==> src/rtl/mem_port_arbiter_if.sv <==
// Bundle between two memory requesters, the arbiter and a combinational-read data memory.
// Requesters hold req/we/addr/wdata until ack; the memory answers mem_rdata in the same cycle.
interface mem_port_arbiter_if #(
  parameter int DATA_WIDTH = 32,
  parameter int ADDR_WIDTH = 32
);
  logic                  p0_req;
  logic                  p0_we;
  logic [ADDR_WIDTH-1:0] p0_addr;
  logic [DATA_WIDTH-1:0] p0_wdata;
  logic                  p0_ack;
  logic [DATA_WIDTH-1:0] p0_rdata;

  logic                  p1_req;
  logic                  p1_we;
  logic [ADDR_WIDTH-1:0] p1_addr;
  logic [DATA_WIDTH-1:0] p1_wdata;
  logic                  p1_ack;
  logic [DATA_WIDTH-1:0] p1_rdata;

  logic [ADDR_WIDTH-1:0] mem_addr;
  logic [DATA_WIDTH-1:0] mem_wdata;
  logic                  mem_we;
  logic                  mem_re;
  logic [DATA_WIDTH-1:0] mem_rdata;
  logic                  busy;
  logic                  grant;

  modport master (
    output p0_req, p0_we, p0_addr, p0_wdata,
    output p1_req, p1_we, p1_addr, p1_wdata,
    output mem_rdata,
    input  p0_ack, p0_rdata, p1_ack, p1_rdata,
    input  mem_addr, mem_wdata, mem_we, mem_re, busy, grant
  );

  modport slave (
    input  p0_req, p0_we, p0_addr, p0_wdata,
    input  p1_req, p1_we, p1_addr, p1_wdata,
    input  mem_rdata,
    output p0_ack, p0_rdata, p1_ack, p1_rdata,
    output mem_addr, mem_wdata, mem_we, mem_re, busy, grant
  );
endinterface

==> src/rtl/mem_port_arbiter.sv <==
// Two-port memory arbiter (IDLE->ACCESS->DONE); ARB_ROUND_ROBIN_EN selects round-robin over fixed p0 priority.
// Ack 2 cycles after req is sampled in IDLE, one access per 3 cycles; requesters hold req until ack.
module mem_port_arbiter #(
  parameter int DATA_WIDTH = 32,
  parameter int ADDR_WIDTH = 32
) (
  input logic                clk,
  input logic                reset,
  mem_port_arbiter_if.slave  bus
);

  typedef enum logic [1:0] {
    IDLE   = 2'd0,
    ACCESS = 2'd1,
    DONE   = 2'd2
  } state_t;

  state_t                stateQ;
  logic                  grantQ;
  logic                  busyQ;
  logic                  ack0Q;
  logic                  ack1Q;
  logic                  memWeQ;
  logic                  memReQ;
  logic [ADDR_WIDTH-1:0] memAddrQ;
  logic [DATA_WIDTH-1:0] memWdataQ;
  logic [DATA_WIDTH-1:0] rdata0Q;
  logic [DATA_WIDTH-1:0] rdata1Q;
`ifdef ARB_ROUND_ROBIN_EN
  logic                  lastServedQ;
`endif

  logic                  winIdx;
  logic                  selWe;
  logic [ADDR_WIDTH-1:0] selAddr;
  logic [DATA_WIDTH-1:0] selWdata;

  always_comb begin
    winIdx = 1'b0;
`ifdef ARB_ROUND_ROBIN_EN
    // On contention the port not served last wins; otherwise whoever is asking.
    if (bus.p0_req && bus.p1_req) winIdx = ~lastServedQ;
    else                          winIdx = bus.p1_req;
`else
    winIdx = ~bus.p0_req;
`endif
    selWe    = winIdx ? bus.p1_we    : bus.p0_we;
    selAddr  = winIdx ? bus.p1_addr  : bus.p0_addr;
    selWdata = winIdx ? bus.p1_wdata : bus.p0_wdata;
  end

  always_ff @(posedge clk or negedge reset) begin
    if (!reset) begin
      stateQ      <= IDLE;
      grantQ      <= 1'b0;
      busyQ       <= 1'b0;
      ack0Q       <= 1'b0;
      ack1Q       <= 1'b0;
      memWeQ      <= 1'b0;
      memReQ      <= 1'b0;
      memAddrQ    <= '0;
      memWdataQ   <= '0;
      rdata0Q     <= '0;
      rdata1Q     <= '0;
`ifdef ARB_ROUND_ROBIN_EN
      lastServedQ <= 1'b0;
`endif
    end else begin
      ack0Q <= 1'b0;
      ack1Q <= 1'b0;
      case (stateQ)
        IDLE: begin
          if (bus.p0_req || bus.p1_req) begin
            stateQ    <= ACCESS;
            busyQ     <= 1'b1;
            grantQ    <= winIdx;
            memAddrQ  <= selAddr;
            memWdataQ <= selWdata;
            memWeQ    <= selWe;
            memReQ    <= ~selWe;
`ifdef ARB_ROUND_ROBIN_EN
            lastServedQ <= winIdx;
`endif
          end
        end
        ACCESS: begin
          // Latched strobe type decides the capture; req may already be gone.
          if (memReQ) begin
            if (grantQ) rdata1Q <= bus.mem_rdata;
            else        rdata0Q <= bus.mem_rdata;
          end
          memWeQ <= 1'b0;
          memReQ <= 1'b0;
          ack0Q  <= ~grantQ;
          ack1Q  <= grantQ;
          stateQ <= DONE;
        end
        DONE: begin
          busyQ  <= 1'b0;
          stateQ <= IDLE;
        end
        default: begin
          busyQ  <= 1'b0;
          memWeQ <= 1'b0;
          memReQ <= 1'b0;
          stateQ <= IDLE;
        end
      endcase
    end
  end

  assign bus.p0_ack    = ack0Q;
  assign bus.p1_ack    = ack1Q;
  assign bus.p0_rdata  = rdata0Q;
  assign bus.p1_rdata  = rdata1Q;
  assign bus.mem_addr  = memAddrQ;
  assign bus.mem_wdata = memWdataQ;
  assign bus.mem_we    = memWeQ;
  assign bus.mem_re    = memReQ;
  assign bus.busy      = busyQ;
  assign bus.grant     = grantQ;

endmodule

==> src/flat_wrapper.sv <==
// flat-port wrapper written by rule: the top's interface ports become plain ports
module mem_port_arbiter_flat 
#(
  parameter int DATA_WIDTH = 32,
  parameter int ADDR_WIDTH = 32
)
  (clk, reset, bus_p0_req, bus_p0_we, bus_p0_addr, bus_p0_wdata, bus_p1_req, bus_p1_we, bus_p1_addr, bus_p1_wdata, bus_mem_rdata, bus_p0_ack, bus_p0_rdata, bus_p1_ack, bus_p1_rdata, bus_mem_addr, bus_mem_wdata, bus_mem_we, bus_mem_re, bus_busy, bus_grant);
  mem_port_arbiter_if #(.DATA_WIDTH(DATA_WIDTH), .ADDR_WIDTH(ADDR_WIDTH)) bus_i ();
  input logic clk;
  input logic reset;
  input wire logic [$bits(bus_i.p0_req)-1:0] bus_p0_req;
  input wire logic [$bits(bus_i.p0_we)-1:0] bus_p0_we;
  input wire logic [$bits(bus_i.p0_addr)-1:0] bus_p0_addr;
  input wire logic [$bits(bus_i.p0_wdata)-1:0] bus_p0_wdata;
  input wire logic [$bits(bus_i.p1_req)-1:0] bus_p1_req;
  input wire logic [$bits(bus_i.p1_we)-1:0] bus_p1_we;
  input wire logic [$bits(bus_i.p1_addr)-1:0] bus_p1_addr;
  input wire logic [$bits(bus_i.p1_wdata)-1:0] bus_p1_wdata;
  input wire logic [$bits(bus_i.mem_rdata)-1:0] bus_mem_rdata;
  output wire logic [$bits(bus_i.p0_ack)-1:0] bus_p0_ack;
  output wire logic [$bits(bus_i.p0_rdata)-1:0] bus_p0_rdata;
  output wire logic [$bits(bus_i.p1_ack)-1:0] bus_p1_ack;
  output wire logic [$bits(bus_i.p1_rdata)-1:0] bus_p1_rdata;
  output wire logic [$bits(bus_i.mem_addr)-1:0] bus_mem_addr;
  output wire logic [$bits(bus_i.mem_wdata)-1:0] bus_mem_wdata;
  output wire logic [$bits(bus_i.mem_we)-1:0] bus_mem_we;
  output wire logic [$bits(bus_i.mem_re)-1:0] bus_mem_re;
  output wire logic [$bits(bus_i.busy)-1:0] bus_busy;
  output wire logic [$bits(bus_i.grant)-1:0] bus_grant;
  assign bus_i.p0_req = bus_p0_req;
  assign bus_i.p0_we = bus_p0_we;
  assign bus_i.p0_addr = bus_p0_addr;
  assign bus_i.p0_wdata = bus_p0_wdata;
  assign bus_i.p1_req = bus_p1_req;
  assign bus_i.p1_we = bus_p1_we;
  assign bus_i.p1_addr = bus_p1_addr;
  assign bus_i.p1_wdata = bus_p1_wdata;
  assign bus_i.mem_rdata = bus_mem_rdata;
  assign bus_p0_ack = bus_i.p0_ack;
  assign bus_p0_rdata = bus_i.p0_rdata;
  assign bus_p1_ack = bus_i.p1_ack;
  assign bus_p1_rdata = bus_i.p1_rdata;
  assign bus_mem_addr = bus_i.mem_addr;
  assign bus_mem_wdata = bus_i.mem_wdata;
  assign bus_mem_we = bus_i.mem_we;
  assign bus_mem_re = bus_i.mem_re;
  assign bus_busy = bus_i.busy;
  assign bus_grant = bus_i.grant;
  mem_port_arbiter #(.DATA_WIDTH(DATA_WIDTH), .ADDR_WIDTH(ADDR_WIDTH)) u_core (.clk(clk), .reset(reset), .bus(bus_i));
endmodule
==> config.mk <==
export PLATFORM = sky130hd
export DESIGN_NAME = mem_port_arbiter_flat
export DESIGN_NICKNAME = d
export VERILOG_FILES = /design/src/rtl/mem_port_arbiter_if.sv /design/src/rtl/mem_port_arbiter.sv /design/src/flat_wrapper.sv
export SDC_FILE = /design/constraint.sdc
export NUM_CORES = 1
export LEC_CHECK = 0
export CAP_MARGIN = 20
export CORE_MARGIN = 5
export CORE_UTILIZATION = 44
export CTS_CLUSTER_DIAMETER = 120
export DETAILED_ROUTE_END_ITERATION = 10
export GPL_ROUTABILITY_DRIVEN = 0
export PLACE_DENSITY_LB_ADDON = 0.12
export SYNTH_ARGS = -nofsm -noshare
export SYNTH_HDL_FRONTEND = slang
export SYNTH_SLANG_ARGS = --single-unit
==> constraint.sdc <==
create_clock -name clk -period 4.28 [get_ports clk]
set_input_delay 0.428 -clock clk [delete_from_list [all_inputs] [get_ports clk]]
set_output_delay 0.428 -clock clk [all_outputs]
set_load 0.005 [all_outputs]
==> impl_results.md, run 1 <==
- Area grow syn2layout: 61.53%
- Reg2Reg Setup Slack: roughly 2.1 ns
- Cell Rows: 42
- Die Height: 126.5 um
- IO Count: 300
- Metal-1 WL: between 6000 and 7000 um
- Synth top area cells: dfrtp_1 57%, mux2_2 30%, mux2_4 7.5%
- Number of global-route vias before repair: 4779
- Via/cell ratio: approximately 4.9
- Postcts setup bufs: 0
- DP HPWL: 12820 um
- CP max stage cell: nand3_2
- CTS tree: done
- Util after Layout: 72.56%
- CTS HTree Levels: 4
- Setup TNS: 0 ns
- Final setup vio count: 0
- Worst path arrival time: around 2.4 ns
- HP Class: input port to asynchronous set/reset pin
- P_leak: 3.983 nW
- Starting Density: 44.92%
- Vias: 4164
- Dpl ws: 1.894 ns
- CP Capture Type: register
- Clock Path Buffers: 2
- First-pass GRT wire length: approximately 26000 um
- Post-CTS Hold Fix Bufs: 0
- DRC violations left: 0
- Commonest cells in the netlist: 161 x mux2_2, 136 x dfrtp_1, 30 x mux2_4
- Most common flop cell mapped by yosys: dfrtp_1
- Unrepaired setup endpoints after global routing: false
- Slew HR: around two fifths
- Fin nets: 835
- Gr usage total: 21.02%
- Syn Nets: 533
- R2r startpoint: u_core.stateQ[1]
- Fin Clk Skew: 0.005318 ns
- Ys async rst share: 100.0%
- Avg WL per Cell: 19.66 um
- Die area: approximately 16000 um^2
- Netlist cell types: 21
- Antenna-violating nets left: 0
- Average size of a mapped cell: 16.27 um^2
- Slew Viols, Final: 0
- Dominant cell type by area after synthesis: dfrtp_1
- Layout cells sized above 1: 34.07%
- Largest net degree at the start of global routing: 72
- Slew @ Worst Pin: 0.8866 ns
- Buf/Inv on CP: 0
- Final Hold Fails: 0
- Post-CTS resize count: 0
- Final critical-path share of the clock period: about 50%
- Critical path class: register to register
- Worst-path cell chain: and2b_1 -> nand3_2 -> mux2_1
- Worst setup SP type: register
- Fill cell count: around 900
- Grt ovf: 0
- Met3 routed WL: ~1500 um
- Drt pass-1 iters: 4
- I/O Buffers: 299
- Clk slew on worst S/H paths: 0.06 ns
- Seq cells post-synth: 136
- CP delay by family, top: simple AND/OR/NAND/NOR gates
- CTS sink cnt: 136
- Most numerous cell in the Yosys netlist: mux2_2
- Routed wl met2: 8499 um
- Synth warn: 0
- Pwr Density: just under 700 nW/um^2
- Initial detailed-routing violation count: 104
- Clock buffer count from CTS: 17
- Worst path max stage delay: ~0.67 ns
- Sequential fraction of the synthesis area: 56.99%
- Clock latency on the worst-skew pair: 0.41 ns
- Post-synth top area share: 56.99%
- Cells after Synth: 367
- Max Cap Viol: 0
- Die W: 126.5 um
- Top Metal Used: met4
- Diode count: 0
- Root Driver: clkbuf_16
- FF-to-FF End: u_core.bus.p1_rdata[16]
- Final worst path period need: 2.148 ns
- Final wirelength: 16850 um
- Peak supply drop: approximately 0.42 mV
- Initial antenna violation count: 0
- CORE AREA: 13300 um^2
- Number of synthesized flops with an enable pin: 0
- CP required: 4.57 ns
- Worst Path Max Fanout: 32
- FMAX: 0.4656 GHz
- Synthesized cell area: approximately 6000 um^2
- Status: completed
- Worst setup margin: approximately 2.1 ns
- Reg2Reg Depth: 3
==> how the worst max path moves through the flow <==
stage | startpoint | to | cells past startpoint
2_1_floorplan | bus_p0_req | u_core.bus.mem_addr[13] | 4
3_3_place_gp | bus_p1_req | u_core.bus.mem_wdata[4] | 5
3_5_place_dp | bus_p1_req | u_core.bus.mem_wdata[1] | 5
4_1_cts | u_core.stateQ[1] | u_core.bus.p0_rdata[31] | 3
5_1_grt | u_core.stateQ[1] | u_core.bus.p1_rdata[11] | 3
6_report | u_core.stateQ[1] | u_core.bus.p1_rdata[16] | 3
==> power by group <==
group          leakage, nW  internal [W]  switching (W)  total (W)
combinational         2.09       0.00196       0.000852    0.00281
sequential            1.61       0.00194       0.000373    0.00232
clock                0.281      0.000868       0.000520    0.00139
total                 3.98       0.00477        0.00174    0.00651
==> cell type report <==
| cell class | instances | area (um^2) | area share [%] |
|---|---|---|---|
| Sequential cell | 136 | 3403 | 35.28 |
| Timing Repair Buffer | 304 | 3048 | 31.60 |
| Multi-Input combinational cell | 209 | 2404 | 24.92 |
| Clock buffer | 23 | 498.0 | 5.162 |
| Tap cell | 176 | 220.2 | 2.283 |
| Clock inverter | 8 | 70.07 | 0.7263 |
| Inverter | 1 | 3.754 | 0.03891 |
==> registers in the layout, summed over array words and instances (netlist names) <==
signal,flops
u_core.bus.mem_addr,32
u_core.bus.mem_wdata,32
u_core.bus.p0_rdata,32
u_core.bus.p1_rdata,32
u_core.stateQ,2
u_core.bus.busy,1
u_core.bus.grant,1
u_core.bus.mem_re,1
u_core.bus.mem_we,1
u_core.bus.p0_ack,1
u_core.bus.p1_ack,1
==> worst reg2reg max path, cell delays in order, from the launching register on <==
cell	delay (ns)
dfrtp_1	0.47
and2b_1	0.29
nand3_2	0.67
mux2_1	0.60
==> cells by family after synthesis <==
logic type | after synthesis | synth area share (%)
flops | 136 | 56.99
simple gates | 10 | 1.257
buf+inv | 22 | 2.891
mux | 193 | 38.28
compound gates | 6 | 0.5866
==> metrics by stage <==
step                      power, W  hold WS (ns)  cell area (um^2)  instances
after detailed placement  0.005176        0.4842              9059        825
final                     0.006511        0.1396              9647        857
after global routing      0.006865        0.2160              9647        857
after floorplan           0.003406        0.1324              5972        367
after global placement    0.005079        0.4699              9059        825
after CTS                 0.006602        0.1772              9627        856
==> per-layer routing <==
metal | global-route usage (%) | vias up
li1 | - | 1917
met1 | 22.80 | 2020
met2 | 35.71 | 190
met3 | 8.491 | 37
met4 | 10.22 | 0
met5 | 0 | -
==> layout by cell type (no fill, tap or decap), types with 2 or more instances in the layout <==
master / n
buf_4: 4
clkbuf_16: 17
clkinvlp_4: 2
nor2_1: 2
buf_12: 2
mux2_2: 161
mux2_4: 30
mux2_1: 2
clkinv_2: 5
dfrtp_1: 136
clkdlybuf4s50_1: 297
clkbuf_8: 5
a21oi_1: 3
(Power assumes the default switching activity.)
==> inputs of run 2 (changes only) <==
--- a/config.mk
+++ b/config.mk
@@ -7,7 +7,7 @@
 export LEC_CHECK = 0
 export CAP_MARGIN = 20
 export CORE_MARGIN = 5
-export CORE_UTILIZATION = 44
+export CORE_UTILIZATION = 40
 export CTS_CLUSTER_DIAMETER = 120
 export DETAILED_ROUTE_END_ITERATION = 10
 export GPL_ROUTABILITY_DRIVEN = 0
==> constraint.sdc (replaced) <==
create_clock -name clk -period 2.2 [get_ports clk]
set_input_delay 0.22 -clock clk [delete_from_list [all_inputs] [get_ports clk]]
set_output_delay 0.22 -clock clk [all_outputs]
set_load 0.005 [all_outputs]
==> run 2 against run 1 <==
Net effect:
- flip-flop and latch count unchanged
- via count is 0.46% higher
- core utilization down 5.3 points
- final cell count is 1.5% higher
- maximum frequency increased by 22%
- first-iteration DRC count increased by 60%
- clock-buffer cell count is 3 lower
- non-clock buffer count rose by 4
- clock power is 120% higher
- wire length rose by 0.63%
- combinational power up 96%
- die area rose by 9.2%
- largest cell class unchanged
==> impl_results.md, run 2 (same netlist as run 1, synthesis figures left out) <==
- Status: completed
- Starting Density: 40.93% (-4.0 points)
- Peak supply drop: 0.7897 mV (+87%)
- Gr usage total: 19.73% (-1.3 points)
- Die area: 17470 um^2 (+9.2%)
- Metal-1 WL: 6317 um (+2.1%)
- Area grow syn2layout: 64.40%
- CP required: 2.49 ns (-2.08 ns)
- Initial detailed-routing violation count: 166 (+60%)
- Worst Hold End: u_core.bus.grant
- Worst Path Max Fanout: 16 (-50%)
- DRC violations left: 0 (unchanged)
- First-pass GRT wire length: 27100 um (+3.5%)
- Max Cap Viol: 0 (unchanged)
- Switch Pwr: 0.003429 W (+97%)
- Diode count: 0 (unchanged)
- Die W: 132.2 um (+4.5%)
- CORE AREA: 14590 um^2 (+9.7%)
- Setup TNS: 0 ns (unchanged)
- Die Height: 132.2 um (+4.5%)
- Critical path class: register to register
- Slew @ Worst Pin: 0.4837 ns (-0.4029 ns)
- Vias: 4183 (+0.46%)
- Slew Viols, Final: 0 (unchanged)
- Hold path startpoint: bus_p0_req
- Final Hold Fails: 0 (unchanged)
- Worst-path cell chain: nor3b_2 -> and2_2 -> buf_12 -> mux2_4
- Largest net degree at the start of global routing: 62 (-14%)
- Worst path arrival time: 2.05 ns (-0.38 ns)
- R2r startpoint: u_core.stateQ[1]
- CP Capture Type: register
- Avg WL per Cell: 19.49 um (-0.87%)
- CTS tree: done
- Cell Rows: 44 (+4.8%)
- Final setup vio count: 0 (unchanged)
- P_int: 0.009571 W (+100%)
- Top Metal Used: met4
- Clk slew on worst S/H paths: 0.06 ns (about the same)
- Post-CTS Hold Fix Bufs: 1 (+1)
- Part of the power in combinational logic: 42.4% (-0.7 points)
- Unrepaired setup endpoints after global routing: false
- Grt ovf: 0 (unchanged)
- Reg2Reg Setup Slack: 0.44 ns (-1.69 ns)
- HP Class: input port to register
- Initial antenna violation count: 0 (unchanged)
- Reg2Reg Depth: 4 (+1)
- P_leak: 4.043 nW (+1.5%)
- Antenna-violating nets left: 0 (unchanged)
- Met3 routed WL: 1313 um (-14%)
- Final wirelength: 16960 um (+0.63%)
- Most common cell after layout, fill and taps aside: clkdlybuf4s50_1
- Worst setup SP type: register
- Most frequent cells in the layout: 297 x clkdlybuf4s50_1, 161 x mux2_2, 136 x dfrtp_1
- IO Count: 300 (unchanged)
- Clock buffer count from CTS: 17 (unchanged)
- Fin nets: 839 (+0.48%)
- Clock latency on the worst-skew pair: 0.42 ns (about the same)
- Drt pass-1 iters: 4 (unchanged)
- Slew HR: 67.75% (+27 points)
- Routed wl met2: 8907 um (+4.8%)
- Worst path max stage delay: 0.48 ns (-0.19 ns)
- Layout cells sized above 1: 34.40% (+0.33 points)
- Post-CTS resize count: 0 (unchanged)
- Tot Pwr: 0.01300 W (+100%)
- CTS HTree Levels: 4 (unchanged)
- FMAX: 0.5686 GHz (+22%)
- CTS sink cnt: 136 (unchanged)
- Root Driver: clkbuf_16
- DP HPWL: 12930 um (+0.83%)
- FF-to-FF End: u_core.bus.p0_rdata[12]
- Final worst path period need: 1.759 ns (-0.3890 ns)
- I/O Buffers: 299 (unchanged)
- Sequential Power Share: 34.5% (-1.1 points)
- Fin Clk Skew: 0.008653 ns (+0.003335 ns)
- Clk network pwr share: 23.1% (+1.8 points)
- Pwr Density: 1324 nW/um^2 (+96%)
- Number of global-route vias before repair: 4726 (-1.1%)
- Clock Path Buffers: 2 (unchanged)
- Final critical-path share of the clock period: 79.95% (+30 points)
- CP max stage cell: dfrtp_1
- Postcts setup bufs: 0 (unchanged)
- Via/cell ratio: 4.808 (-1.0%)
- Worst Hold Depth: 2
- Switching Fraction: 26.38% (-0.42 points)
[run 2: cell count changes in the layout (fill, tap and decap cells not counted), sizes merged]
cell / before / now
buf: 7 / 10
bufinv: 1 / 4
clkbuf: 23 / 20
clkinvlp: 2 / 4
clkinv: 5 / 4
dlygate4sd3: 0 / 1
[run 2: area by class of cell]
type	instances	area (um^2)
clock buffers	20	456.7
repair buffers	308	3147
multi-input cells	209	2404
well taps	184	230.2
inverters	1	3.754
flip-flops and latches	136	3403
fillers	1073	4771
clock inverters	12	173.9
[run 2: metal layers]
metal	vias to the layer above	global-route usage [%]
met5	-	0
met4	0	7.862
met3	27	7.443
met2	181	34.84
met1	2042	21.30
li1	1933	-
[run 2: critical path: cells and delay by family, from the launching register on]
family                 cells  cell delay, ns
AND/OR/NAND/NOR            2            0.61
flip-flops                 1            0.48
multiplexers               1            0.32
buffers and inverters      1            0.23
[run 2: stage by stage]
stage                     cell area, um^2  hold WS [ns]  worst slack [ns]  util, %  std cells
after detailed placement             9178        0.2024            0.3692    62.91        837
after global placement               9178        0.2029            0.4079    62.91        837
final                                9818        0.1355            0.4412    67.30        870
after global routing                 9818        0.1534            0.3390    67.30        870
after CTS                            9818        0.1184            0.4239    67.30        870
after floorplan                      5972      -0.07559            0.7246        -        367
[run 2: power groups by stage]
stage	combinational, W	sequential [W]	clock [W]
2_1_floorplan	0.00208	0.00454	0
3_3_place_gp	0.00549	0.00447	0
3_5_place_dp	0.00561	0.00453	0
4_1_cts	0.00565	0.00451	0.00307
5_1_grt	0.00587	0.00466	0.00319
6_report	0.00551	0.00449	0.00300
[run 2: worst max-delay path by stage]
| stage | endpoint | slack, ns | from |
|---|---|---|---|
| global route | u_core.bus.p0_rdata[10] | 0.34 | u_core.stateQ[1] |
| detailed placement | u_core.bus.mem_addr[16] | 0.37 | bus_p1_req |
| CTS | u_core.bus.p0_rdata[12] | 0.42 | u_core.stateQ[1] |
| global placement | u_core.bus.mem_wdata[9] | 0.41 | bus_p1_req |
| floorplan | u_core.bus.mem_addr[14] | 0.72 | u_core.stateQ[1] |
| finish | u_core.bus.p0_rdata[12] | 0.44 | u_core.stateQ[1] |
==> variant (settings of run 1) <==
The option `ARB_ROUND_ROBIN_EN` is turned on by a define.
--- a/src/rtl/mem_port_arbiter.sv
+++ b/src/rtl/mem_port_arbiter.sv
@@ -1,5 +1,7 @@
 // Two-port memory arbiter (IDLE->ACCESS->DONE); ARB_ROUND_ROBIN_EN selects round-robin over fixed p0 priority.
 // Ack 2 cycles after req is sampled in IDLE, one access per 3 cycles; requesters hold req until ack.
+`define ARB_ROUND_ROBIN_EN
+
 module mem_port_arbiter #(
   parameter int DATA_WIDTH = 32,
   parameter int ADDR_WIDTH = 32
Behaviour: not the same (a bounded check fails within 4 cycles, from zero or initial values and one cycle with reset low).
==> variant against run 1 <==
- clock power rose by 9%
- sequential cell count did not move
- area after synthesis fell by 1.2%
- non-clock buffer count up 1
- largest power group unchanged
- setup slack got worse by 0.36 ns
- wire length up 4.7%
- critical path depth up 3
- power grew 1.7%
- design area decreased by 0.95%
- maximum frequency shrank 14%
==> variant: results (changes against run 1) <==
Status
  • Outcome: finished clean

Yosys
  • Syn Area/Cell: 13.1 um2 (-19%)
  • Synth cell count leaders: dfrtp_1 (136), o21ai_1 (66), o21ai_0 (65), mux2i_1 (64), mux2_1 (34)

Worst setup path
  • Crit-path slowest cell: buf_4
  • Worst R2R Path Depth: 5 (+2)
  • Critical path endpoint: u_core.bus.mem_wdata[10]$_DFFE_PN0P_
  • Max incr delay on CP: 0.52 ns (-0.15 ns)
  • Critical Path AT: 2.78 ns (+0.35 ns)
  • Worst-path fanout max: 69 (+120%)
  • Worst reg-to-reg setup slack: 1.81 ns (-0.32 ns)
  • Crit path from: bus_p0_req
  • Cell family with most CP delay: buffers and inverters

Layout
  • #MultiIn Comb: 273 (+31%)
  • ClkCell Share: 6.47% (+0.58 points)
  • Multi-input combinational area share: 23.6% (-1.3 points)
  • Non-Clock Inverter Count: 4 (+3)
  • Register area: 3400 um2 (about the same)
  • Layout cells sized above 1: 10.3% (-24 points)
  • Clock buffers: 18 (-22%)
  • Non-clock buffers, area share: 31.8% (+0.21 points)
  • Fill cells: 939 (+2.8%)

Routing
  • Per-cell routed wire length: 19.1 um (-3.0%)

Placement
  • Pre-CTS setup slack: 1.39 ns (-0.505 ns)
  • Placed Area: 8940 um2 (-1.3%)
  • DPL Wire Length: 13.1 mm (+1.8%)

Global route
  • Vias in the first global route: 5103 (+6.8%)
  • Global-route wire length before repair: 27.4 mm (+4.6%)
  • Pin count of the biggest net entering global routing: 106 (+47%)

STA
  • Slew headroom: 26.5% (-14 points)

Pwr
  • Gate power share: 42.2% (-0.9 points)
## variant: changes by cell type in the layout (fill, tap and decap cells not counted), sizes merged, moves of 3 or more
cell	delta
o21ai	+130
mux2	-129
mux2i	+64
clkbuf	-5
bufinv	+3
clkinv	+3
inv	+3
## variant: kinds of logic (layout without fill, tap and decap cells)
logic type             Yosys count  count (layout)  share of synthesized area (%)
AOI/OAI and AO/OA              136             136                           11.9
muxes                          128             128                           25.0
buffers and inverters           40             340                           4.33
DFF                            136             136                           57.7
and+or+nand+nor                  9               9                           1.06
## variant: metal layers
| metal | wire length (um) | up-vias | part of all wire (%) | global-route usage (%) |
|---|---|---|---|---|
| met4 | 562 | 0 | 3.2 | 9.34 |
| met2 | 8940 | 214 | 51 | 37.9 |
| met1 | 6660 | 2321 | 38 | 25.0 |
| li1 | - | 2189 | - | - |
| met3 | 1490 | 34 | 8.5 | 8.17 |
| met5 | 0 | - | 0 | 0 |
## variant: how the worst min path moves through the flow
stage	startpoint	endpoint	slack (ns)	depth (start not counted)
6_report	reset	u_core.bus.p1_rdata[6]$_DFFE_PN0P_	0.14	1
3_5_place_dp	u_core.bus.p0_rdata[31]$_DFFE_PN0P_	u_core.bus.p0_rdata[31]$_DFFE_PN0P_	0.48	1
5_1_grt	reset	u_core.bus.p1_rdata[6]$_DFFE_PN0P_	0.21	1
4_1_cts	reset	u_core.bus.p1_rdata[6]$_DFFE_PN0P_	0.17	1
2_1_floorplan	reset	u_core.bus.busy$_DFFE_PN0P_	0.13	0
3_3_place_gp	u_core.bus.p0_rdata[31]$_DFFE_PN0P_	u_core.bus.p0_rdata[31]$_DFFE_PN0P_	0.47	1
## variant: stage by stage
stage               utilization [%]  std cells
finish                         72.4        925
global placement               67.8        894
floorplan                         -        449
CTS                            72.4        925
global route                   72.4        925
detailed placement             67.8        894
